<file path="src/rtl/periph_regbus_pkg.sv">
// Shared types and constants for the peripheral register-bus fabric.
// Contents: FSM state enum, bus widths, error read-data default, timeout
// counter width, and the default slave index map of the peripheral cluster.
package periph_regbus_pkg;

  typedef enum logic [1:0] {
    IDLE   = 2'd0,
    ACCESS = 2'd1,
    RESP   = 2'd2
  } state_e;

  localparam int unsigned DATA_W = 32;
  localparam int unsigned BE_W   = 4;
  localparam int unsigned TMO_W  = 16;

  localparam logic [DATA_W-1:0] ERR_DATA_DEF = 32'hDEAD_0BAD;

  // Default slave index assignment within the peripheral cluster
  localparam int unsigned SLV_UART0 = 0;
  localparam int unsigned SLV_I2C   = 1;
  localparam int unsigned SLV_USB   = 2;
  localparam int unsigned SLV_SPI   = 3;
  localparam int unsigned SLV_UART1 = 4;

endpackage

</file>
<file path="src/rtl/periph_regbus_tmo.sv">
// Slave-ack timeout counter for the register-bus fabric.
// Ports:
//   app_clk, app_rst : clock, synchronous active-high reset
//   clr              : hold the count at zero (any cycle outside ACCESS)
//   en               : count one ACCESS cycle
//   expire_c         : combinational, high in the TMO_CYC-th counted cycle
// Only instantiated when REGBUS_TIMEOUT_EN is defined.
module periph_regbus_tmo
  import periph_regbus_pkg::*;
#(
  parameter int unsigned TMO_CYC = 255
) (
  input  logic app_clk,
  input  logic app_rst,
  input  logic clr,
  input  logic en,
  output logic expire_c
);

  logic [TMO_W-1:0] cnt;

  // Count value equals the number of ACCESS cycles already completed
  always_ff @(posedge app_clk) begin
    if (app_rst || clr) begin
      cnt <= '0;
    end else if (en) begin
      cnt <= cnt + TMO_W'(1);
    end
  end

  assign expire_c = en && (cnt == TMO_W'(TMO_CYC - 1));

endmodule

</file>
<file path="src/rtl/periph_regbus_fabric.sv">
// Register-bus fabric: fans one upstream reg bus out to NSLV peripheral slaves.
// Decodes the slave from reg_addr[AW-1 -: SELW], registers the request, holds
// a one-hot chip-select until the slave acks, then returns registered read
// data with a one-cycle reg_ack (reg_err flags decode/timeout errors).
// Ports:
//   app_clk, app_rst                      : clock, synchronous active-high reset
//   reg_cs/wr/addr/wdata/be               : upstream request, held until reg_ack
//   reg_rdata/ack/err                     : registered upstream response
//   slv_cs/wr/addr/wdata/be               : registered slave request
//   slv_rdata (packed NSLV*32), slv_ack   : slave responses
// Optional: define REGBUS_TIMEOUT_EN to abort accesses after TMO_CYC cycles.
module periph_regbus_fabric
  import periph_regbus_pkg::*;
#(
  parameter int unsigned       NSLV     = 5,
  parameter int unsigned       AW       = 9,
  parameter int unsigned       SELW     = 3,
  parameter int unsigned       TMO_CYC  = 255,
  parameter logic [DATA_W-1:0] ERR_DATA = ERR_DATA_DEF
) (
  input  logic                 app_clk,
  input  logic                 app_rst,
  input  logic                 reg_cs,
  input  logic                 reg_wr,
  input  logic [AW-1:0]        reg_addr,
  input  logic [DATA_W-1:0]    reg_wdata,
  input  logic [BE_W-1:0]      reg_be,
  output logic [DATA_W-1:0]    reg_rdata,
  output logic                 reg_ack,
  output logic                 reg_err,
  output logic [NSLV-1:0]      slv_cs,
  output logic                 slv_wr,
  output logic [AW-SELW-1:0]   slv_addr,
  output logic [DATA_W-1:0]    slv_wdata,
  output logic [BE_W-1:0]      slv_be,
  input  logic [NSLV*DATA_W-1:0] slv_rdata,
  input  logic [NSLV-1:0]      slv_ack
);

  state_e              state, state_n;
  logic [NSLV-1:0]     cs_n;
  logic                wr_n, ack_n, err_n;
  logic [AW-SELW-1:0]  addr_n;
  logic [DATA_W-1:0]   wdata_n, rdata_n;
  logic [BE_W-1:0]     be_n;

  logic [SELW-1:0]     req_sel;
  logic                ack_hit;
  logic [DATA_W-1:0]   sel_rdata;
  logic                tmo_exp_c;

  assign req_sel = reg_addr[AW-1 -: SELW];

  // slv_cs is one-hot, so masking with it ignores acks from other slaves
  assign ack_hit = |(slv_ack & slv_cs);

  // AND-OR read-data mux keyed by the active chip-select
  always_comb begin
    sel_rdata = '0;
    for (int i = 0; i < int'(NSLV); i++) begin
      if (slv_cs[i]) begin
        sel_rdata = sel_rdata | slv_rdata[DATA_W*i +: DATA_W];
      end
    end
  end

`ifdef REGBUS_TIMEOUT_EN
  periph_regbus_tmo #(
    .TMO_CYC (TMO_CYC)
  ) u_tmo (
    .app_clk  (app_clk),
    .app_rst  (app_rst),
    .clr      (state != ACCESS),
    .en       (state == ACCESS),
    .expire_c (tmo_exp_c)
  );
`else
  // No timeout: ACCESS waits for the slave indefinitely
  assign tmo_exp_c = (TMO_CYC == 0) && 1'b0;
`endif

  // Next-state and next-output logic
  always_comb begin
    state_n = state;
    cs_n    = slv_cs;
    wr_n    = slv_wr;
    addr_n  = slv_addr;
    wdata_n = slv_wdata;
    be_n    = slv_be;
    rdata_n = reg_rdata;
    err_n   = reg_err;
    ack_n   = 1'b0;

    unique case (state)
      IDLE: begin
        if (reg_cs) begin
          wr_n    = reg_wr;
          addr_n  = reg_addr[AW-SELW-1:0];
          wdata_n = reg_wdata;
          be_n    = reg_be;
          if (32'(req_sel) < NSLV) begin
            cs_n    = NSLV'(1) << req_sel;
            state_n = ACCESS;
          end else begin
            cs_n    = '0;
            rdata_n = ERR_DATA;
            err_n   = 1'b1;
            state_n = RESP;
          end
        end
      end
      ACCESS: begin
        // A real ack takes priority over a simultaneous timeout
        if (ack_hit) begin
          cs_n    = '0;
          rdata_n = slv_wr ? '0 : sel_rdata;
          err_n   = 1'b0;
          state_n = RESP;
        end else if (tmo_exp_c) begin
          cs_n    = '0;
          rdata_n = ERR_DATA;
          err_n   = 1'b1;
          state_n = RESP;
        end
      end
      RESP: begin
        ack_n   = 1'b1;
        state_n = IDLE;
      end
      default: begin
        cs_n    = '0;
        state_n = IDLE;
      end
    endcase
  end

  // State and registered outputs
  always_ff @(posedge app_clk) begin
    if (app_rst) begin
      state     <= IDLE;
      slv_cs    <= '0;
      slv_wr    <= 1'b0;
      slv_addr  <= '0;
      slv_wdata <= '0;
      slv_be    <= '0;
      reg_rdata <= '0;
      reg_err   <= 1'b0;
      reg_ack   <= 1'b0;
    end else begin
      state     <= state_n;
      slv_cs    <= cs_n;
      slv_wr    <= wr_n;
      slv_addr  <= addr_n;
      slv_wdata <= wdata_n;
      slv_be    <= be_n;
      reg_rdata <= rdata_n;
      reg_err   <= err_n;
      reg_ack   <= ack_n;
    end
  end

endmodule

</file>
<file path="config.mk">
export PLATFORM = sky130hd
export DESIGN_NAME = periph_regbus_fabric
export DESIGN_NICKNAME = d
export VERILOG_FILES = /design/src/rtl/periph_regbus_pkg.sv /design/src/rtl/periph_regbus_tmo.sv /design/src/rtl/periph_regbus_fabric.sv
export SDC_FILE = /design/constraint.sdc
export NUM_CORES = 1
export LEC_CHECK = 0
export CAP_MARGIN = 0
export CORE_AREA = 2 2 115 117
export CTS_CLUSTER_DIAMETER = 60
export DETAILED_ROUTE_END_ITERATION = 8
export DIE_AREA = 0 0 117 119
export PLACE_DENSITY = 0.75
export SYNTH_ARGS = -nofsm -noshare
export SYNTH_HDL_FRONTEND = slang
export SYNTH_HIERARCHICAL = 1
export SYNTH_SLANG_ARGS = --single-unit
</file>
<file path="constraint.sdc">
create_clock -name app_clk -period 2.09 [get_ports app_clk]
set_clock_uncertainty 0.1 [all_clocks]
set_input_delay 0.418 -clock app_clk [delete_from_list [all_inputs] [get_ports app_clk]]
set_output_delay 0.418 -clock app_clk [all_outputs]
set_load 0.02 [all_outputs]
</file>
# Word-level counts from Yosys, hierarchy flattened
# Index checks and enable logic that the tools add are counted.
[totals]
latchBits = 0
romBits = 0
regBits = 84
mem_bits_rw = 0
word_cells = 52
out_inout_bits = 82
mem_count = 0
inputBits = 214
[op_classes]
addsub = 0
div = 0
bitwise_logic = 6
eq_ne = 5
reduce_logical = 7
shift = 1
mul = 0
n_mux = 23
order_cmp = 1
[ops]
columns = ["op", "count"]
rows = [
  ["2-to-1 mux 32 bit", 9],
  ["OR 32 bit", 4],
  ["case mux 32 bit (2 select lines)", 1],
  ["2-to-1 mux 5 bit", 3],
  ["case mux 5 bit (3 select lines)", 1],
  ["2-to-1 mux 2 bit", 3],
  ["!= test 2 bit, second input constant", 3],
  ["bitwise AND 5 bit", 1],
  ["OR reduction 5 bit", 1],
  ["<< shifter 1 x 3 -> 5 bit, first input constant", 1],
  ["2-to-1 mux 1 bit", 4],
  ["case mux 2 bit (2 select lines)", 1],
  ["AND reduction 2 bit", 2],
  ["AND reduction 4 bit", 1],
  ["< comparator 3 bit, second input constant", 1],
  ["AND reduction 3 bit", 1],
  ["equality test 2 x 1 -> 1 bit, second input constant", 1],
  ["equality test 2 bit, second input constant", 1],
  ["zero test 2 bit", 1],
  ["case mux 1 bit (2 select lines)", 1],
  ["nonzero test 2 bit", 1],
  ["inverter 1 bit", 1],
]

# Longest topological paths before layout
# Gate-level depths: netlist of the first run.
[logic_depth]
depth_word = 12
depth_mapped = 8
ltp_nobuf = 4

# Worst setup path before layout of the first run
# No wires, ideal clock.
[synth_timing]
path_kind = "flip-flop to flip-flop"
start = "register slv_cs[3]"
end = "register reg_rdata[10]"
setup_time_ns = 0.121
path_slack_ns = -0.034
path_buffers = 4
t_arrival_ns = 1.902
period_less_slack_ns = 2.124
required_ns = 1.869
stages_incl_launch_ff = 9
cell_sequence = "dfxtp_1 buf_2 a22oi_1 and4_1 buf_6 or3_1 clkbuf_2 buf_6 mux2_4"
[synth_between]
elab_chain_cells = 6
elab_cells_between_ends = 10
classes_between = "eq/ne: 1; mux: 5; bitwise: 2; reduce/logical: 2"
[synth_rtl]
columns = ["item", "line_no", "source"]
rows = [
  ["start: declaration", "periph_regbus_fabric.sv:31", "output logic [NSLV-1:0] slv_cs,"],
  ["start signal: assignment", "periph_regbus_fabric.sv:151", "slv_cs <= cs_n;"],
  ["2-to-1 mux 32 bit", "periph_regbus_fabric.sv:61", "if (slv_cs[i]) begin"],
  ["OR 32 bit", "periph_regbus_fabric.sv:62", "sel_rdata = sel_rdata | slv_rdata[DATA_W*i +: DATA_W];"],
  ["2-to-1 mux 32 bit", "periph_regbus_fabric.sv:61", ""],
  ["2-to-1 mux 32 bit", "periph_regbus_fabric.sv:116", "rdata_n = slv_wr ? '0 : sel_rdata;"],
  ["2-to-1 mux 32 bit", "periph_regbus_fabric.sv:114", "if (ack_hit) begin"],
  ["case mux 32 bit (2 select lines)", "periph_regbus_fabric.sv:94", "unique case (state)"],
  ["end signal: assignment", "periph_regbus_fabric.sv:156", "reg_rdata <= rdata_n;"],
  ["end: declaration", "periph_regbus_fabric.sv:28", "output logic [DATA_W-1:0] reg_rdata,"],
]
# Parallel ways exist; a longest one is shown, timed or not. The select of a mux whose other input is x is not followed.
# A chain may end at the register's enable or synchronous reset.

# Worst setup path in the final report of the first run
[layout_timing]
start = "register slv_cs[4]"
end = "output port slv_cs[4]"
# No word-level cell between the ends.

==> results of run 1 <==
cell usage in the layout, fill, tap and decap left out:
cell             Yosys  routed
a21oi_1             77      77
a222oi_1            32      32
a31oi_1              1       1
nand3b_1             2       2
mux2i_1              4       4
clkbuf_16            0       9
o22a_1              19      19
nor4_2               0       1
or2_2                1       1
nor2_4               0       1
nand3_1              1       1
buf_12               0       4
nor3_1               1       1
inv_1                2       2
nor3b_1              1       1
nor4_1               2       1
clkdlybuf4s50_1      0     290
buf_4                1      26
nor2b_1             33      33
or4_1                1       1
a22o_1               1       1
bufinv_16            0       5
mux2_2               4       4
dfxtp_2              0       2
nor2_1               3       2
mux2_4               9       9
and4_1               1       1
dlymetal6s2s_1       0       1
nand2_1             88      88
a22oi_1             35      35
or2b_1               1       1
nand2b_1             7       7
a211oi_1             1       1
dfxtp_1             84      82
or3_1                1       1
buf_2                6       1
nor4b_1              1       1
diode_2              0       1
dlygate4sd2_1        0       3
synthesized netlist by cell type, types with 3 or more instances:
master	instances
dfxtp_1	84
nor2_1	3
a21oi_1	77
nand2_1	88
a22oi_1	35
nor2b_1	33
o22a_1	19
mux2_4	9
clkbuf_1	36
mux2i_1	4
mux2_2	4
a222oi_1	32
buf_2	6
nand2b_1	7
area by class of cell:
type / count / area share [%]
multi-input cells: 327 / 27.33
clock inverters: 5 / 1.980
clock buffers: 9 / 2.969
diodes: 1 / 0.03299
well taps: 176 / 2.903
inverters: 2 / 0.09898
flip-flops and latches: 84 / 22.20
repair buffers: 325 / 42.48
cells by family (layout without fill, tap and decap cells):
kind of cell / Yosys count / in the layout / synth area share [%]
buffers and inverters: 50 / 341 / 5.440
and+or+nand+nor: 144 / 144 / 17.24
other: 0 / 1 / 0
muxes: 17 / 17 / 5.566
AOI/OAI and AO/OA: 166 / 166 / 29.25
DFF: 84 / 84 / 42.50
power by group:
| part | total, mW | internal (mW) | switching, mW |
|---|---|---|---|
| registers | 1.81 | 1.74 | 0.0694 |
| clock network | 2.01 | 1.40 | 0.617 |
| logic | 1.41 | 0.799 | 0.609 |
| total | 5.23 | 3.93 | 1.29 |
repair_timing:
item,CTS,global route
gates cloned,0,0
setup endpoints to repair,3,1
resized for setup,3,1
buffers inserted,0,0
worst max path at each step:
stage                                start                         end  slack [ns]  cells past startpoint
floorplan           slv_cs[1]$_SDFFE_PP0P_  reg_rdata[10]$_SDFFE_PP0P_      0.0007                      8
global placement               reg_addr[7]  reg_rdata[29]$_SDFFE_PP0P_       -0.22                      6
detailed placement             reg_addr[7]   reg_rdata[1]$_SDFFE_PP0P_       -0.27                      6
CTS                 slv_cs[0]$_SDFFE_PP0P_                   slv_cs[0]        0.01                      2
global route                   reg_addr[6]   reg_rdata[1]$_SDFFE_PP0P_       0.005                      6
finish              slv_cs[4]$_SDFFE_PP0P_                   slv_cs[4]        0.06                      2
critical path, stage by stage, from the launching register on:
cell             delay, ns
dfxtp_1               0.35
buf_4                 0.20
clkdlybuf4s50_1       0.62
layer usage:
metal / wire, µm / vias up
li1: - / 2272
met1: 6245 / 2244
met2: 7903 / 251
met3: 1588 / 35
met4: 576 / 0
met5: 0 / -
flip-flops by register name (all words and copies together) (netlist names):
signal and cells:
slv_cs 5, reg_ack 1, slv_wdata 32, slv_addr 6, reg_rdata 32, reg_err 1, state 2, slv_wr 1
slv_be 4
==> flow_summary_export.csv, run 1 <==
group,metric,value,unit
outcome,status,"finished clean",
die,rows,42,
logic_synthesis,syn_avg_cell_area,8.582,µm²
detailed_routing,drt_pre_antenna_iters,8,
logic_synthesis,yosysWarnings,6,
grt,gr-usage-met1,25.62,%
power_and_ir_drop,worst_ir_drop_vdd,0.0003839,V
sta,rsz0062_at_grt,"false",
sta,period_needed,2.026,ns
finish,finish.utilization,58.91,%
logic_synthesis,synth_top_area_share,42.50,%
sta,worstMarginPinSlew,0.5018,ns
min_path,whs_endpoint,"slv_addr[1]$_SDFFE_PP0P_",
finish,design_area,7585,µm²
min_path,hp-class,"reg -> reg",
die,die_y,119,µm
logic_synthesis,netlist_instances,461,
logic_synthesis,ys_ff_latch,84,
die,io_pins,296,
place,hpwl,12570,µm
grt,grt_pass1_wl,24360,µm
logic_synthesis,netlist_area,3956,µm²
detailed_routing,vias,4802,
place,place_congestion,0.8572,
critical_path,critPathKind,"reg -> out",
sta,finalMaxSlewViolations,0,
grt,grt.met2_usage,37.90,%
logic_synthesis,synth_edf_count,0,
clocking,cts_tree,"done",
grt,grt_use_met3,6.361,%
finish,ff_latch_area,1684,µm²
sta,setup_tns,0,ns
grt,top_usage_layer,"met2",
clocking,cts_buffers,9,
critical_path,crit_fanout,10,
clocking,insertion_delay,0.33,ns
logic_synthesis,netlist-cell-type-count,33,
power_and_ir_drop,p_total,5.227,mW
clocking,clk_pin_slew,0.06,ns
detailed_routing,drc_errors,0,
finish,multiInputGateArea,2073,µm²
grt,antenna_found_initial,1,
clocking,cts_hold_buf,0,
die,dieArea,13920,µm²
sta,hold_violations,0,
finish,areaGrowthSynthToFinish,91.71,%
finish,nets,963,
critical_path,reg2reg_slack,0.20,ns
critical_path,r2r-end,"reg_rdata[10]$_SDFFE_PP0P_",
flow_run,cap_violations,0,
logic_synthesis,synth.net_count,675,
place,place_area,7208,µm²
die,initial_utilization,30.73,%
sta,hold_ws,0.3531,ns
sta,final-setup-viol-count,0,
critical_path,critPathArrivalTime,1.51,ns
detailed_routing,drt_iter0_drc,332,
power_and_ir_drop,power.density,689.2,nW/µm²
min_path,hold_depth,2,
place,dp.cells,914,
place,pre_cts_ws,-0.2710,ns
detailed_routing,via_per_inst,5.169,
clocking,htree_levels,3,
finish,drive_above_1_share,8.378,%
min_path,holdCritStartpoint,"slv_addr[1]$_SDFFE_PP0P_",
logic_synthesis,synth_seq_area_share,42.50,%
die,core,12870,µm²
clocking,cts.sinks,84,
sta,max_freq,493.7,MHz
sta,max-slew-margin-rel,66.55,%
logic_synthesis,synth_ff_type,"dfxtp_1",
place,io_buffers,295,
logic_synthesis,ys_top_cells_by_area,"dfxtp_1, a21oi_1, nand2_1",
finish,nFillCells,1131,
grt,grt_overflow_total,0,
power_and_ir_drop,p_leak,2.801,nW
critical_path,critical_path_required,1.57,ns
critical_path,r2r-start,"state[0]$_SDFFE_PP0P_",
critical_path,start_kind,"register",
die,die_width,117,µm
grt,first_global_vias,4702,
critical_path,rr_worst_depth,5,
sta,fin_crit_sh,96.92,%
critical_path,cp-end-kind,"output port",
detailed_routing,ant_nets,0,
sta,fin_ws,0.06431,ns
detailed_routing,finalWirelength,16310,µm
logic_synthesis,synthArstFlopShare,0,%
clocking,clk_path_buf_depth,2,
logic_synthesis,synth_top_area_cell,"dfxtp_1",
detailed_routing,wl_per_cell,17.56,µm
grt,grt_usage,22.26,%
clocking,root_buffer,"clkbuf_16",
finish,stdcell_count,929,
grt,grt_max_degree,44,
Note: power is estimated with default switching activity, not from simulation.
==> run 2: changes to the inputs <==
SLEW_MARGIN = 5   (was default)
==> results of run 2 <==
Final layout, timing and power as in run 1 (identical DEF).
==> run 3: changes to the inputs <==
clock period = 2.2 ns   (was 2.09 ns; I/O delays follow)
==> flow_summary_export.csv, run 3 (same netlist as run 1, synthesis figures left out) <==
group,metric,value,unit
die,die_width,117,µm
sta,hold_violations,0,
die,initial_utilization,30.73,%
clocking,cts_hold_buf,0,
grt,first_global_vias,4875,
power_and_ir_drop,swShare,26.83,%
detailed_routing,ant_nets,0,
finish,design_area,7490,µm²
critical_path,start_kind,"register",
place,hpwl,12710,µm
clocking,clk_pin_slew,0.06,ns
sta,rsz0062_at_grt,"false",
detailed_routing,via_per_inst,5.145,
critical_path,crit_fanout,13,
sta,worstMarginPinSlew,0.6742,ns
sta,final-setup-viol-count,0,
detailed_routing,highest_layer,"met4",
place,place_congestion,0.8159,
detailed_routing,finalWirelength,16420,µm
critical_path,critPathKind,"reg -> out",
clocking,htree_levels,3,
grt,antenna_found_initial,2,
power_and_ir_drop,pwr-share-seq,37.7,%
finish,top_regs,"reg_rdata (32), slv_wdata (32), slv_addr (6)",
critical_path,critical_path_required,1.66,ns
place,place_area,7181,µm²
flow_run,cap_violations,0,
critical_path,critPathArrivalTime,1.58,ns
sta,max_freq,472.4,MHz
power_and_ir_drop,p_leak,2.741,nW
detailed_routing,vias,4780,
grt,grt_overflow_total,0,
clocking,root_buffer,"clkbuf_16",
die,io_pins,296,
finish,drive_above_1_share,8.112,%
detailed_routing,drt_pre_antenna_iters,8,
detailed_routing,wl_per_cell,17.67,µm
power_and_ir_drop,p_int,3.343,mW
power_and_ir_drop,p_clk_share,33.3,%
min_path,hp-class,"in -> reg",
detailed_routing,dr_wl_met3,1424,µm
sta,setup_tns,0,ns
finish,layout_commonest_cell,"clkdlybuf4s50_1",
power_and_ir_drop,worst_ir_drop_vdd,0.0002901,V
detailed_routing,drt_iter0_drc,368,
power_and_ir_drop,power_switching,1.226,mW
power_and_ir_drop,p_total,4.569,mW
detailed_routing,wl_met1,6262,µm
grt,grt_pass1_wl,24520,µm
die,dieArea,13920,µm²
power_and_ir_drop,power.density,610.0,nW/µm²
clocking,cts.sinks,84,
sta,fin_crit_sh,96.22,%
detailed_routing,met2WireLength,8216,µm
sta,period_needed,2.117,ns
clocking,cts_buffers,9,
die,rows,42,
finish,nets,961,
place,io_buffers,295,
finish,final_cell_mix,"clkdlybuf4s50_1, nand2_1, dfxtp_1, a21oi_1, a22oi_1",
detailed_routing,drc_errors,0,
clocking,cts_tree,"done",
grt,grt_max_degree,52,
grt,grt_usage,22.61,%
die,core,12870,µm²
clocking,clk_path_buf_depth,2,
die,die_y,119,µm
outcome,status,"finished clean",
finish,areaGrowthSynthToFinish,89.31,%
sta,max-slew-margin-rel,54.64,%
critical_path,cp-end-kind,"output port",
clocking,insertion_delay,0.33,ns
sta,finalMaxSlewViolations,0,
power_and_ir_drop,combPwrFrac,29.0,%
run 3: cell count changes in the layout (fill, tap and decap cells not counted), sizes merged:
cell           delta
buf               -2
bufinv            -4
clkbuf            +3
clkdlybuf4s50     +3
clkinv            +2
clkinvlp          +1
dlygate4sd2       -3
run 3: layer usage:
layer / track usage (%) / up-vias
met2: 40.43 / 226
met5: 0 / -
met3: 5.954 / 32
li1: - / 2271
met4: 10.00 / 0
met1: 24.61 / 2251
run 3: cell type report:
type / instances / area [µm²]
fillers: 1139 / 5385
repair buffers: 323 / 3198
multi-input cells: 327 / 2076
flip-flops and latches: 84 / 1682
clock buffers: 12 / 256.5
well taps: 176 / 220.2
clock inverters: 4 / 47.55
inverters: 2 / 7.507
diodes: 1 / 2.502
run 3: worst paths after layout:
path | depth (start not counted) | from | endpoint | slack (ns)
setup reg to reg | 4 | state[0]$_SDFFE_PP0P_ | reg_rdata[15]$_SDFFE_PP0P_ | 0.23
hold reg to reg | 2 | slv_wdata[9]$_SDFFE_PP0P_ | slv_wdata[9]$_SDFFE_PP0P_ | 0.35
setup / recovery | 2 | slv_cs[3]$_SDFFE_PP0P_ | slv_cs[3] | 0.08
hold / removal | 2 | app_rst | state[0]$_SDFFE_PP0P_ | 0.27
run 3: stage by stage:
step                worst slack, ns  hold WS [ns]  utilization (%)  std cells
finish                      0.08317        0.2747            58.17        929
global route                0.02807        0.2745            58.17        929
CTS                         0.04809        0.2608            58.13        928
detailed placement          -0.1671        0.3495            55.77        912
global placement            -0.1347        0.3416            55.77        912
floorplan                   0.07618        0.3774                -        461
run 3: critical path, cell delays in order (launching register included):
cell and delay, ns:
dfxtp_1 0.35, buf_4 0.23, clkdlybuf4s50_1 0.66
run 3: power groups by stage:
stage	combinational [mW]	sequential (mW)	clock [mW]
5_1_grt	1.41	1.73	1.62
2_1_floorplan	0.383	1.89	0
3_3_place_gp	1.30	1.75	0
6_report	1.32	1.72	1.52
3_5_place_dp	1.33	1.76	0
4_1_cts	1.33	1.72	1.57
run 3: timing repair:
item / CTS / global route
gates resized for setup: 0 / 1
setup buffers: 0 / 0
setup endpoints to repair: 0 / 1
